$ cat src/rtl/axi4l_cfg_seq_pkg.sv
// Shared encodings for the table-driven AXI4-Lite configuration sequencer.
// Table entry layout is {op, addr, data} with data in the low 32 bits.
package axi4l_cfg_seq_pkg;

    typedef enum logic [1:0] {
        OP_END    = 2'b00,
        OP_WRITE  = 2'b01,
        OP_VERIFY = 2'b10,
        OP_POLL   = 2'b11
    } op_t;

    typedef enum logic [1:0] {
        ERR_NONE    = 2'd0,
        ERR_RESP    = 2'd1,
        ERR_VERIFY  = 2'd2,
        ERR_TIMEOUT = 2'd3
    } err_t;

    typedef enum logic [2:0] {
        S_IDLE, S_FETCH, S_DECODE, S_XFER, S_CHECK, S_FIN
    } seq_state_t;

    typedef enum logic [2:0] {
        X_IDLE, X_WADDR, X_WRESP, X_RADDR, X_RRESP
    } xfer_state_t;

    localparam int DATA_W = 32;
    localparam int OP_W   = 2;
    localparam logic [1:0] RESP_OKAY = 2'b00;

endpackage

$ cat src/rtl/axi4l_single_xfer.sv
// One AXI4-Lite write or read per req_vld; ack_vld pulses on the B/R handshake.
// Latency: zero-wait slave gives AW/W or AR 1 cycle after req, ack with the response beat.
// Backpressure: valids held until ready (AW and W retire independently); bready/rready only in response states.
module axi4l_single_xfer
    import axi4l_cfg_seq_pkg::*;
#(
    parameter int ADDR_W = 3
) (
    input  logic              aclk,
    input  logic              areset,
    input  logic              req_vld,
    input  logic              req_we,
    input  logic [ADDR_W-1:0] req_addr,
    input  logic [31:0]       req_dat,
    output logic              ack_vld,
    output logic [1:0]        ack_resp,
    output logic [31:0]       ack_dat,
    output logic              awvalid,
    input  logic              awready,
    output logic [ADDR_W-1:0] awaddr,
    output logic              wvalid,
    input  logic              wready,
    output logic [31:0]       wdata,
    output logic [3:0]        wstrb,
    input  logic              bvalid,
    output logic              bready,
    input  logic [1:0]        bresp,
    output logic              arvalid,
    input  logic              arready,
    output logic [ADDR_W-1:0] araddr,
    input  logic              rvalid,
    output logic              rready,
    input  logic [31:0]       rdata,
    input  logic [1:0]        rresp
);

    xfer_state_t       state_q, state_d;
    logic              aw_pend_q, w_pend_q;
    logic [ADDR_W-1:0] addr_q;
    logic [31:0]       wdat_q;
    logic              aw_done, w_done;

    assign aw_done = !aw_pend_q || awready;
    assign w_done  = !w_pend_q || wready;

    always_ff @(posedge aclk or posedge areset) begin
        if (areset) state_q <= X_IDLE;
        else        state_q <= state_d;
    end

    always_comb begin
        state_d = state_q;
        case (state_q)
            X_IDLE:  if (req_vld) state_d = req_we ? X_WADDR : X_RADDR;
            X_WADDR: if (aw_done && w_done) state_d = X_WRESP;
            X_WRESP: if (bvalid) state_d = X_IDLE;
            X_RADDR: if (arready) state_d = X_RRESP;
            X_RRESP: if (rvalid) state_d = X_IDLE;
            default: state_d = X_IDLE;
        endcase
    end

    always_ff @(posedge aclk or posedge areset) begin
        if (areset) begin
            aw_pend_q <= 1'b0;
            w_pend_q  <= 1'b0;
            addr_q    <= '0;
            wdat_q    <= '0;
        end else if (state_q == X_IDLE && req_vld) begin
            aw_pend_q <= req_we;
            w_pend_q  <= req_we;
            addr_q    <= req_addr;
            wdat_q    <= req_dat;
        end else begin
            if (awready) aw_pend_q <= 1'b0;
            if (wready)  w_pend_q  <= 1'b0;
        end
    end

    assign awvalid = aw_pend_q;
    assign wvalid  = w_pend_q;
    assign awaddr  = addr_q;
    assign araddr  = addr_q;
    assign wdata   = wdat_q;
    assign wstrb   = 4'hF;
    assign arvalid = (state_q == X_RADDR);
    assign bready  = (state_q == X_WRESP);
    assign rready  = (state_q == X_RRESP);

    assign ack_vld  = (state_q == X_WRESP && bvalid) || (state_q == X_RRESP && rvalid);
    assign ack_resp = (state_q == X_WRESP) ? bresp : rresp;
    assign ack_dat  = rdata;

endmodule

$ cat src/rtl/axi4l_cfg_seq.sv
// Table-driven AXI4-Lite config sequencer: WRITE/VERIFY/POLL/END entries, one transaction outstanding.
// Latency: fetch+decode 2 cycles per entry, then the bus transaction, then 1 check cycle; done 1 cycle after END.
// Backpressure: waits indefinitely on slave ready/response; start ignored while busy.
module axi4l_cfg_seq
    import axi4l_cfg_seq_pkg::*;
#(
    parameter int ADDR_W   = 3,
    parameter int TBL_AW   = 4,
    parameter int POLL_MAX = 255
) (
    input  logic                   aclk,
    input  logic                   areset,
    input  logic                   start,
    output logic                   busy,
    output logic                   done,
    output logic                   err,
    output logic [1:0]             err_code,
    output logic [TBL_AW-1:0]      tbl_addr,
    input  logic [33+ADDR_W:0]     tbl_data,
    output logic                   awvalid,
    input  logic                   awready,
    output logic [ADDR_W-1:0]      awaddr,
    output logic                   wvalid,
    input  logic                   wready,
    output logic [31:0]            wdata,
    output logic [3:0]             wstrb,
    input  logic                   bvalid,
    output logic                   bready,
    input  logic [1:0]             bresp,
    output logic                   arvalid,
    input  logic                   arready,
    output logic [ADDR_W-1:0]      araddr,
    input  logic                   rvalid,
    output logic                   rready,
    input  logic [31:0]            rdata,
    input  logic [1:0]             rresp
);

    localparam int OP_LSB   = DATA_W + ADDR_W;
    localparam int PCNT_RAW = $clog2(POLL_MAX + 1);
    localparam int PCNT_W   = (PCNT_RAW > 8) ? PCNT_RAW : 8;

    seq_state_t        state_q, state_d;
    logic [TBL_AW-1:0] tbl_addr_q;
    op_t               op_q;
    logic [ADDR_W-1:0] ent_addr_q;
    logic [31:0]       ent_dat_q;
    logic [PCNT_W-1:0] poll_cnt_q;
    logic [1:0]        resp_q;
    logic [31:0]       rdat_q;
    logic              err_q;
    err_t              err_code_q;

    op_t               tbl_op;
    logic              x_req, x_we, x_ack;
    logic [ADDR_W-1:0] x_addr;
    logic [31:0]       x_dat, x_rdat;
    logic [1:0]        x_resp;
    logic              adv, fail;
    err_t              fail_code;

    assign tbl_op = op_t'(tbl_data[OP_LSB +: OP_W]);

    always_ff @(posedge aclk or posedge areset) begin
        if (areset) state_q <= S_IDLE;
        else        state_q <= state_d;
    end

    always_comb begin
        state_d   = state_q;
        x_req     = 1'b0;
        adv       = 1'b0;
        fail      = 1'b0;
        fail_code = ERR_NONE;
        // DECODE issues straight from the table word; POLL retries reuse the registered entry
        x_we   = (state_q == S_DECODE) ? (tbl_op == OP_WRITE) : (op_q == OP_WRITE);
        x_addr = (state_q == S_DECODE) ? tbl_data[DATA_W +: ADDR_W] : ent_addr_q;
        x_dat  = (state_q == S_DECODE) ? tbl_data[DATA_W-1:0] : ent_dat_q;
        case (state_q)
            S_IDLE:   if (start) state_d = S_FETCH;
            S_FETCH:  state_d = S_DECODE;
            S_DECODE: begin
                if (tbl_op == OP_END) begin
                    state_d = S_FIN;
                end else begin
                    x_req   = 1'b1;
                    state_d = S_XFER;
                end
            end
            S_XFER:   if (x_ack) state_d = S_CHECK;
            S_CHECK: begin
                if (resp_q != RESP_OKAY) begin
                    fail      = 1'b1;
                    fail_code = ERR_RESP;
                end else if (op_q == OP_VERIFY && rdat_q != ent_dat_q) begin
                    fail      = 1'b1;
                    fail_code = ERR_VERIFY;
                end else if (op_q == OP_POLL && rdat_q != ent_dat_q) begin
                    if (poll_cnt_q >= PCNT_W'(POLL_MAX)) begin
                        fail      = 1'b1;
                        fail_code = ERR_TIMEOUT;
                    end else begin
                        x_req   = 1'b1;
                        state_d = S_XFER;
                    end
                end
                if (fail) begin
                    state_d = S_FIN;
                end else if (!x_req) begin
                    if (&tbl_addr_q) begin
                        state_d = S_FIN;
                    end else begin
                        adv     = 1'b1;
                        state_d = S_FETCH;
                    end
                end
            end
            S_FIN:    state_d = S_IDLE;
            default:  state_d = S_IDLE;
        endcase
    end

    always_ff @(posedge aclk or posedge areset) begin
        if (areset) begin
            tbl_addr_q <= '0;
            op_q       <= OP_END;
            ent_addr_q <= '0;
            ent_dat_q  <= '0;
            poll_cnt_q <= '0;
            resp_q     <= '0;
            rdat_q     <= '0;
            err_q      <= 1'b0;
            err_code_q <= ERR_NONE;
        end else begin
            if (state_q == S_IDLE && start) begin
                tbl_addr_q <= '0;
                err_q      <= 1'b0;
                err_code_q <= ERR_NONE;
            end
            if (state_q == S_DECODE) begin
                op_q       <= tbl_op;
                ent_addr_q <= tbl_data[DATA_W +: ADDR_W];
                ent_dat_q  <= tbl_data[DATA_W-1:0];
                poll_cnt_q <= '0;
            end
            if (state_q == S_XFER && x_ack) begin
                resp_q <= x_resp;
                rdat_q <= x_rdat;
                if (op_q != OP_WRITE) poll_cnt_q <= poll_cnt_q + 1'b1;
            end
            if (adv) tbl_addr_q <= tbl_addr_q + 1'b1;
            if (fail) begin
                err_q      <= 1'b1;
                err_code_q <= fail_code;
            end
        end
    end

    assign busy     = (state_q != S_IDLE);
    assign done     = (state_q == S_FIN);
    assign err      = err_q;
    assign err_code = err_code_q;
    assign tbl_addr = tbl_addr_q;

    axi4l_single_xfer #(.ADDR_W(ADDR_W)) u_xfer (
        .aclk     (aclk),
        .areset   (areset),
        .req_vld  (x_req),
        .req_we   (x_we),
        .req_addr (x_addr),
        .req_dat  (x_dat),
        .ack_vld  (x_ack),
        .ack_resp (x_resp),
        .ack_dat  (x_rdat),
        .awvalid  (awvalid),
        .awready  (awready),
        .awaddr   (awaddr),
        .wvalid   (wvalid),
        .wready   (wready),
        .wdata    (wdata),
        .wstrb    (wstrb),
        .bvalid   (bvalid),
        .bready   (bready),
        .bresp    (bresp),
        .arvalid  (arvalid),
        .arready  (arready),
        .araddr   (araddr),
        .rvalid   (rvalid),
        .rready   (rready),
        .rdata    (rdata),
        .rresp    (rresp)
    );

endmodule

$ cat config.mk
export PLATFORM = sky130hd
export DESIGN_NAME = axi4l_cfg_seq
export DESIGN_NICKNAME = d
export VERILOG_FILES = /design/src/rtl/axi4l_cfg_seq_pkg.sv /design/src/rtl/axi4l_single_xfer.sv /design/src/rtl/axi4l_cfg_seq.sv
export SDC_FILE = /design/constraint.sdc
export NUM_CORES = 1
export LEC_CHECK = 0
export CAP_MARGIN = 15
export CORE_UTILIZATION = 40
export DETAILED_ROUTE_END_ITERATION = 10
export PLACE_DENSITY = 0.66
export SKIP_LAST_GASP = 1
export SLEW_MARGIN = 20
export SYNTH_ARGS = -nofsm -noshare
export SYNTH_HDL_FRONTEND = slang
export SYNTH_HIERARCHICAL = 1
export SYNTH_SLANG_ARGS = --single-unit
$ cat constraint.sdc
create_clock -name aclk -period 3.4 [get_ports aclk]
set_input_delay 0.85 -clock aclk [delete_from_list [all_inputs] [get_ports aclk]]
set_output_delay 0.85 -clock aclk [all_outputs]
set_load 0.01 [all_outputs]
* Yosys cells after proc, flatten, opt, wreduce, memory -nomap -nowiden
Index checks and enable logic that the tools add are counted.
** Word-level totals
- Register bits after elaboration :: 129
- Input bits :: 81
- Output and inout bits :: 56
- Word-level logic and storage cells :: 126
** Cells by class
- Add/sub/neg operators :: 2
- Magnitude comparators :: 1
- Equality and inequality tests :: 26
- Multiplexer cells :: 57
- Reduce and logical (&&, ||, !) cells :: 25
** Operators by type and width (number)
- 3-bit two-way mux :: 16
- 32-bit two-way mux :: 1
- 32-bit != test :: 1
- 3-bit one-hot mux with 5 select lines :: 2
- 8-bit two-way mux :: 3
- 1-bit two-way mux :: 23
- 2-bit two-way mux :: 9
- 4-bit != test (second input constant) :: 4
- 3-bit by 2-bit equality test with 1-bit output (second input constant) :: 4
- 2-bit nonzero test :: 5
- 3-bit equality test (second input constant) :: 3
- 8-bit by 1-bit adder with 8-bit output (second input constant) :: 1
- 8-bit greater-or-equal comparator (second input constant) :: 1
- 1-bit logical AND :: 8
- 4-bit two-way mux :: 2
- 2-bit by 1-bit != test with 1-bit output (second input constant) :: 4
- 2-bit != test (second input constant) :: 4
- 3-bit by 1-bit equality test with 1-bit output (second input constant) :: 2
- 3-bit zero test :: 2
- 6-bit AND reduction :: 1
- 5-bit AND reduction :: 1
- 4-bit by 1-bit adder with 4-bit output (second input constant) :: 1
- 2-bit by 1-bit equality test with 1-bit output (second input constant) :: 2
- 2-bit equality test (second input constant) :: 2
- 6 further kinds :: 9

* Depth between registers and ports, before layout
- Depth after elaboration :: 10
- Depth in mapped cells :: 11
- Gate-level depth less buffers :: 8

* By module
The synthesis kept the hierarchy.
** Modules (own cells, without submodules)
- axi4l_cfg_seq :: instances 1, cells an instance 380, area each 4000.1 um^2, sequential area each 2227.1 um^2
- axi4l_single_xfer :: instances 1, cells an instance 145, area each 1930.6 um^2, sequential area each 1001.0 um^2

* Least setup slack after synthesis
Ideal clock, no wire load.
- Path type :: reg-to-reg
- Start point :: register state_q[0] (netlist name)
- End point :: register u_xfer.wdat_q[0] (netlist: u_xfer/wdata[0])
- Library setup time :: 0.127 ns
- Data arrival time :: 2.267 ns
- Required time :: 3.273 ns
- Path slack :: 1.005 ns
- Cell stages (with the launch flop) :: 11
- Path buffers :: 4
- Clock period less this slack :: 2.395 ns
- Cells stage by stage :: dfrtp_1 > clkbuf_1 > or3_1 > clkbuf_1 > nor3_4 > nand2_1 > o21ai_2 > nor4b_4 > buf_4 > buf_6 > mux2_1
** RTL lines
- end signal, assigned :: RTL line axi4l_single_xfer.sv:73 : wdat_q <= req_dat;
- end, declared :: RTL line axi4l_single_xfer.sv:40 : logic [31:0] wdat_q;

* Final worst setup path
- Start point :: register u_xfer.state_q[0]
- End point :: output rready
** Between the ends
- Cells in the longest elaborated chain, start to end :: 1
** Ends and longest elaborated chain
- start, declared :: RTL line axi4l_single_xfer.sv:37 : xfer_state_t state_q, state_d;
- start signal, assigned :: RTL line axi4l_single_xfer.sv:48 : else state_q <= state_d;
- 3-bit equality test :: RTL line axi4l_single_xfer.sv:88 : assign rready = (state_q == X_RRESP);
- end, declared :: RTL line axi4l_cfg_seq.sv:34 : output logic rready,
No other way between the ends.

==> results.json <==
{
  "final_critical_path_setup_slack_ps": 594,
  "whs_ps": 471,
  "clock_tree.htree_level_count": 4,
  "arrival_time_reported_for_the_critical_path_endpoint_ps": 1960,
  "reg2reg_depth": 8,
  "synthCells": 525,
  "crit_required_ps": 2550,
  "globalRouteOverflowTotal": 0,
  "final.fill_count": 1275,
  "viasPerCell": 4.89,
  "effective_utilization_at_floorplan_pct": 41.0,
  "maxClockFrequency_ghz": 0.356,
  "grt_setup_unrepaired": "false",
  "routabilityCongestion": 0.773,
  "post-route-cell-area_sq_um": 7840,
  "drv.max_cap_violation_count": 0,
  "buffers_inserted_during_post_cts_setup_optimization": 0,
  "tritoncts.num_buffers": 17,
  "vdd.ir_drop.worst_v": 0.000416,
  "drtPass1Iterations": 4,
  "nature_of_the_critical_path_startpoint": "flip-flop",
  "diodes": 0,
  "mappedNetlistArea_sq_um": 5930,
  "ios": 137,
  "yosys_register_bits": 129,
  "fraction_of_layout_instances_using_a_drive_strength_above_1_pct": 17.3,
  "totalWireLength_um": 13200,
  "critical_path.endpoint_type": "primary output",
  "number_of_setup_violations_in_the_final_report": 0,
  "antenna_violations_before_repair": 0,
  "fp-row-count": 44,
  "dieArea_sq_um": 15300,
  "netSwitchingFraction_pct": 33.2,
  "cts_max_path_buffers": 2,
  "status": "completed",
  "preCtsSetupSlack_ps": 389,
  "cts_resized": 0,
  "max_slew_violations": 0,
  "number_of_failing_hold_endpoints_at_the_final_stage": 0,
  "max-slew-margin-rel_pct": 37.4,
  "clkSlewWorstSetupHoldPaths_ps": 50,
  "yosys_warnings": 6,
  "timing_worst_slew_pin_value_ps": 938,
  "grt_first_pass_wirelength_um": 21700,
  "number_of_clock_sinks_seen_by_cts": 129,
  "fin_util_pct": 54.2,
  "r2r_setup_slk_ps": 670,
  "synth.distinct_cells": 47,
  "drt.antenna.violating_nets": 0,
  "r2r-start": "ent_dat_q[15]$_DFF_PP0_",
  "fin_crit_ps": 2810,
  "power_frac_comb_pct": 37.2,
  "hold_buffers": 0,
  "p_int_uw": 4930,
  "grt_max_degree": 51,
  "totalNegativeSetupSlack_ps": 0,
  "remaining_routing_drc_violations": 0,
  "chipHeight_um": 124,
  "ys.flop_type": "sky130_fd_sc_hd__dfrtp_1",
  "p_sw_uw": 2460,
  "clockPowerShare_pct": 25.3,
  "hold_path_class": "reg2reg",
  "synth_enable_flop_cells": 0,
  "placement.cell_area_sq_um": 7230,
  "seq_power_share_pct": 37.5,
  "core_region_area_sq_um": 14500,
  "fin_skew_ps": 12.5,
  "async_flop_share_pct": 100,
  "post_synth.cell_area_avg_sq_um": 11.3,
  "via_count": 4064,
  "critPathMaxFanout": 10,
  "critical_path.reg2reg.endpoint": "u_xfer/wdata[9]$_DFFE_PP0P_",
  "first_iter_violations": 152,
  "critical_path.endpoint": "rready",
  "crit_start": "u_xfer/state_q[0]$_DFFE_PP0P_",
  "aggregate_global_route_resource_usage_pct": 19.1,
  "syn_to_final_growth_pct": 32.2,
  "portBuffers": 132,
  "grt_pass1_vias": 4273,
  "insertion_delay_ps": 420,
  "synth_seq_area_share_pct": 54.4,
  "die_x_um": 124,
  "leakagePower_uw": 0.00354,
  "nNetsFinal": 717,
  "clock_tree_from_tritoncts": "yes",
  "power.density_cell_area_nw_per_um2": 942,
  "drt-wirelength-per-cell_um": 15.9,
  "root_buffer": "sky130_fd_sc_hd__clkbuf_16",
  "dpl.hpwl_um": 9220,
  "worstSetupPathType": "reg2out",
  "timing.final.crit_share_pct": 82.5
}
-- final cells by class --
class	count	area (sq um)	area share (%)
Inverter	7	28.8	0.367
Multi-Input combinational cell	334	2300	29.4
Timing Repair Buffer	145	1440	18.3
Tap cell	184	230	2.94
Clock buffer	23	488	6.22
Clock inverter	9	129	1.64
Sequential cell	129	3230	41.2
-- cell usage after synthesis (all sizes together) (3+ instances only) --
| library cell | instances | area share [%] |
|---|---|---|
| nor2b | 3 | 0.32 |
| nor4 | 8 | 0.84 |
| a21oi | 6 | 0.70 |
| clkbuf | 7 | 0.44 |
| o21ai | 13 | 1.4 |
| nand2 | 129 | 8.2 |
| nand2b | 5 | 0.53 |
| dfrtp | 129 | 54 |
| mux2 | 71 | 13 |
| o31ai | 4 | 0.51 |
| nor2 | 5 | 0.32 |
| xor2 | 35 | 5.2 |
| inv | 7 | 0.44 |
| nor3 | 4 | 0.53 |
| buf | 51 | 6.2 |
| nand3 | 9 | 0.84 |
| nand4 | 6 | 0.74 |
| nor3b | 5 | 0.72 |
| mux2i | 5 | 0.84 |
-- cells in the final DEF (no fill, tap or decap), drive strengths merged, types with 2 or more instances in the layout --
master	Yosys	routed
nor2	5	5
nand2	129	129
nand3	9	9
o21a	2	2
a21oi	6	6
clkbuf	7	23
xor2	35	35
buf	51	13
nand2b	5	5
and3	2	2
nor2b	3	3
a22o	2	2
o21ai	13	13
or3	2	2
clkdlybuf4s50	0	132
conb	1	4
nor4	8	8
clkinvlp	0	2
o211ai	2	2
inv	7	7
mux2	71	71
bufinv	0	3
nor3	4	4
nand4	6	6
o31ai	4	4
clkinv	0	4
nor3b	5	5
dfrtp	129	129
mux2i	5	5
ha	2	2
-- routing by layer --
metal / share of wire, % / track usage [%] / vias up
met4: 1.5 / 7.23 / 0
met1: 45 / 24.3 / 1994
met3: 6.4 / 5.63 / 16
li1: - / - / 1942
met5: 0 / 0 / -
met2: 47 / 30.7 / 112
-- state kept, by name (all words and copies together) (netlist names) --
register	flops
op_q	2
err	1
resp_q	2
u_xfer/wvalid	1
ent_addr_q	3
err_code	2
u_xfer/wdata	32
state_q	3
ent_dat_q	32
tbl_addr	4
poll_cnt_q	8
rdat_q	32
u_xfer/araddr	3
u_xfer/state_q	3
u_xfer/awvalid	1
-- how the worst min path moves through the flow --
stage | start | endpoint | cells past startpoint
after floorplan | ent_addr_q[0]$_DFF_PP0_ | ent_addr_q[0]$_DFF_PP0_ | 2
after global placement | ent_addr_q[0]$_DFF_PP0_ | ent_addr_q[0]$_DFF_PP0_ | 2
after detailed placement | ent_addr_q[2]$_DFF_PP0_ | ent_addr_q[2]$_DFF_PP0_ | 2
after CTS | ent_addr_q[2]$_DFF_PP0_ | ent_addr_q[2]$_DFF_PP0_ | 2
after global routing | ent_addr_q[2]$_DFF_PP0_ | ent_addr_q[2]$_DFF_PP0_ | 2
final | ent_addr_q[0]$_DFF_PP0_ | ent_addr_q[0]$_DFF_PP0_ | 2
-- cell families (layout without fill, tap and decap cells) --
kind of cell	count (synthesis)	count (layout)	share of synthesized area, %
fa+ha+maj	2	2	0.422
mux	76	76	14.3
xor+xnor	35	35	5.17
buf+inv	65	184	7.09
other cells	1	4	0.0632
flops	129	129	54.4
compound gates	35	35	4.20
simple gates	182	182	14.3
-- through the flow --
step	power [uW]	instances
after global placement	5480	798
after floorplan	4430	528
final	7390	831
after global routing	7880	831
after CTS	7480	831
after detailed placement	5570	799
-- power by group through the flow --
stage,combinational (uW),sequential [uW],clock (uW)
after floorplan,1660,2770,0
after global placement,2700,2780,0
after detailed placement,2770,2800,0
after CTS,2790,2780,1900
after global routing,3030,2880,1970
final,2750,2770,1870
-- worst max-delay path, cell delays in order, from the launching register on --
cell                              delay (ps)
sky130_fd_sc_hd__dfrtp_1                 520
sky130_fd_sc_hd__nor3b_1                 410
sky130_fd_sc_hd__clkdlybuf4s50_1         610
(Power assumes the default switching activity.)
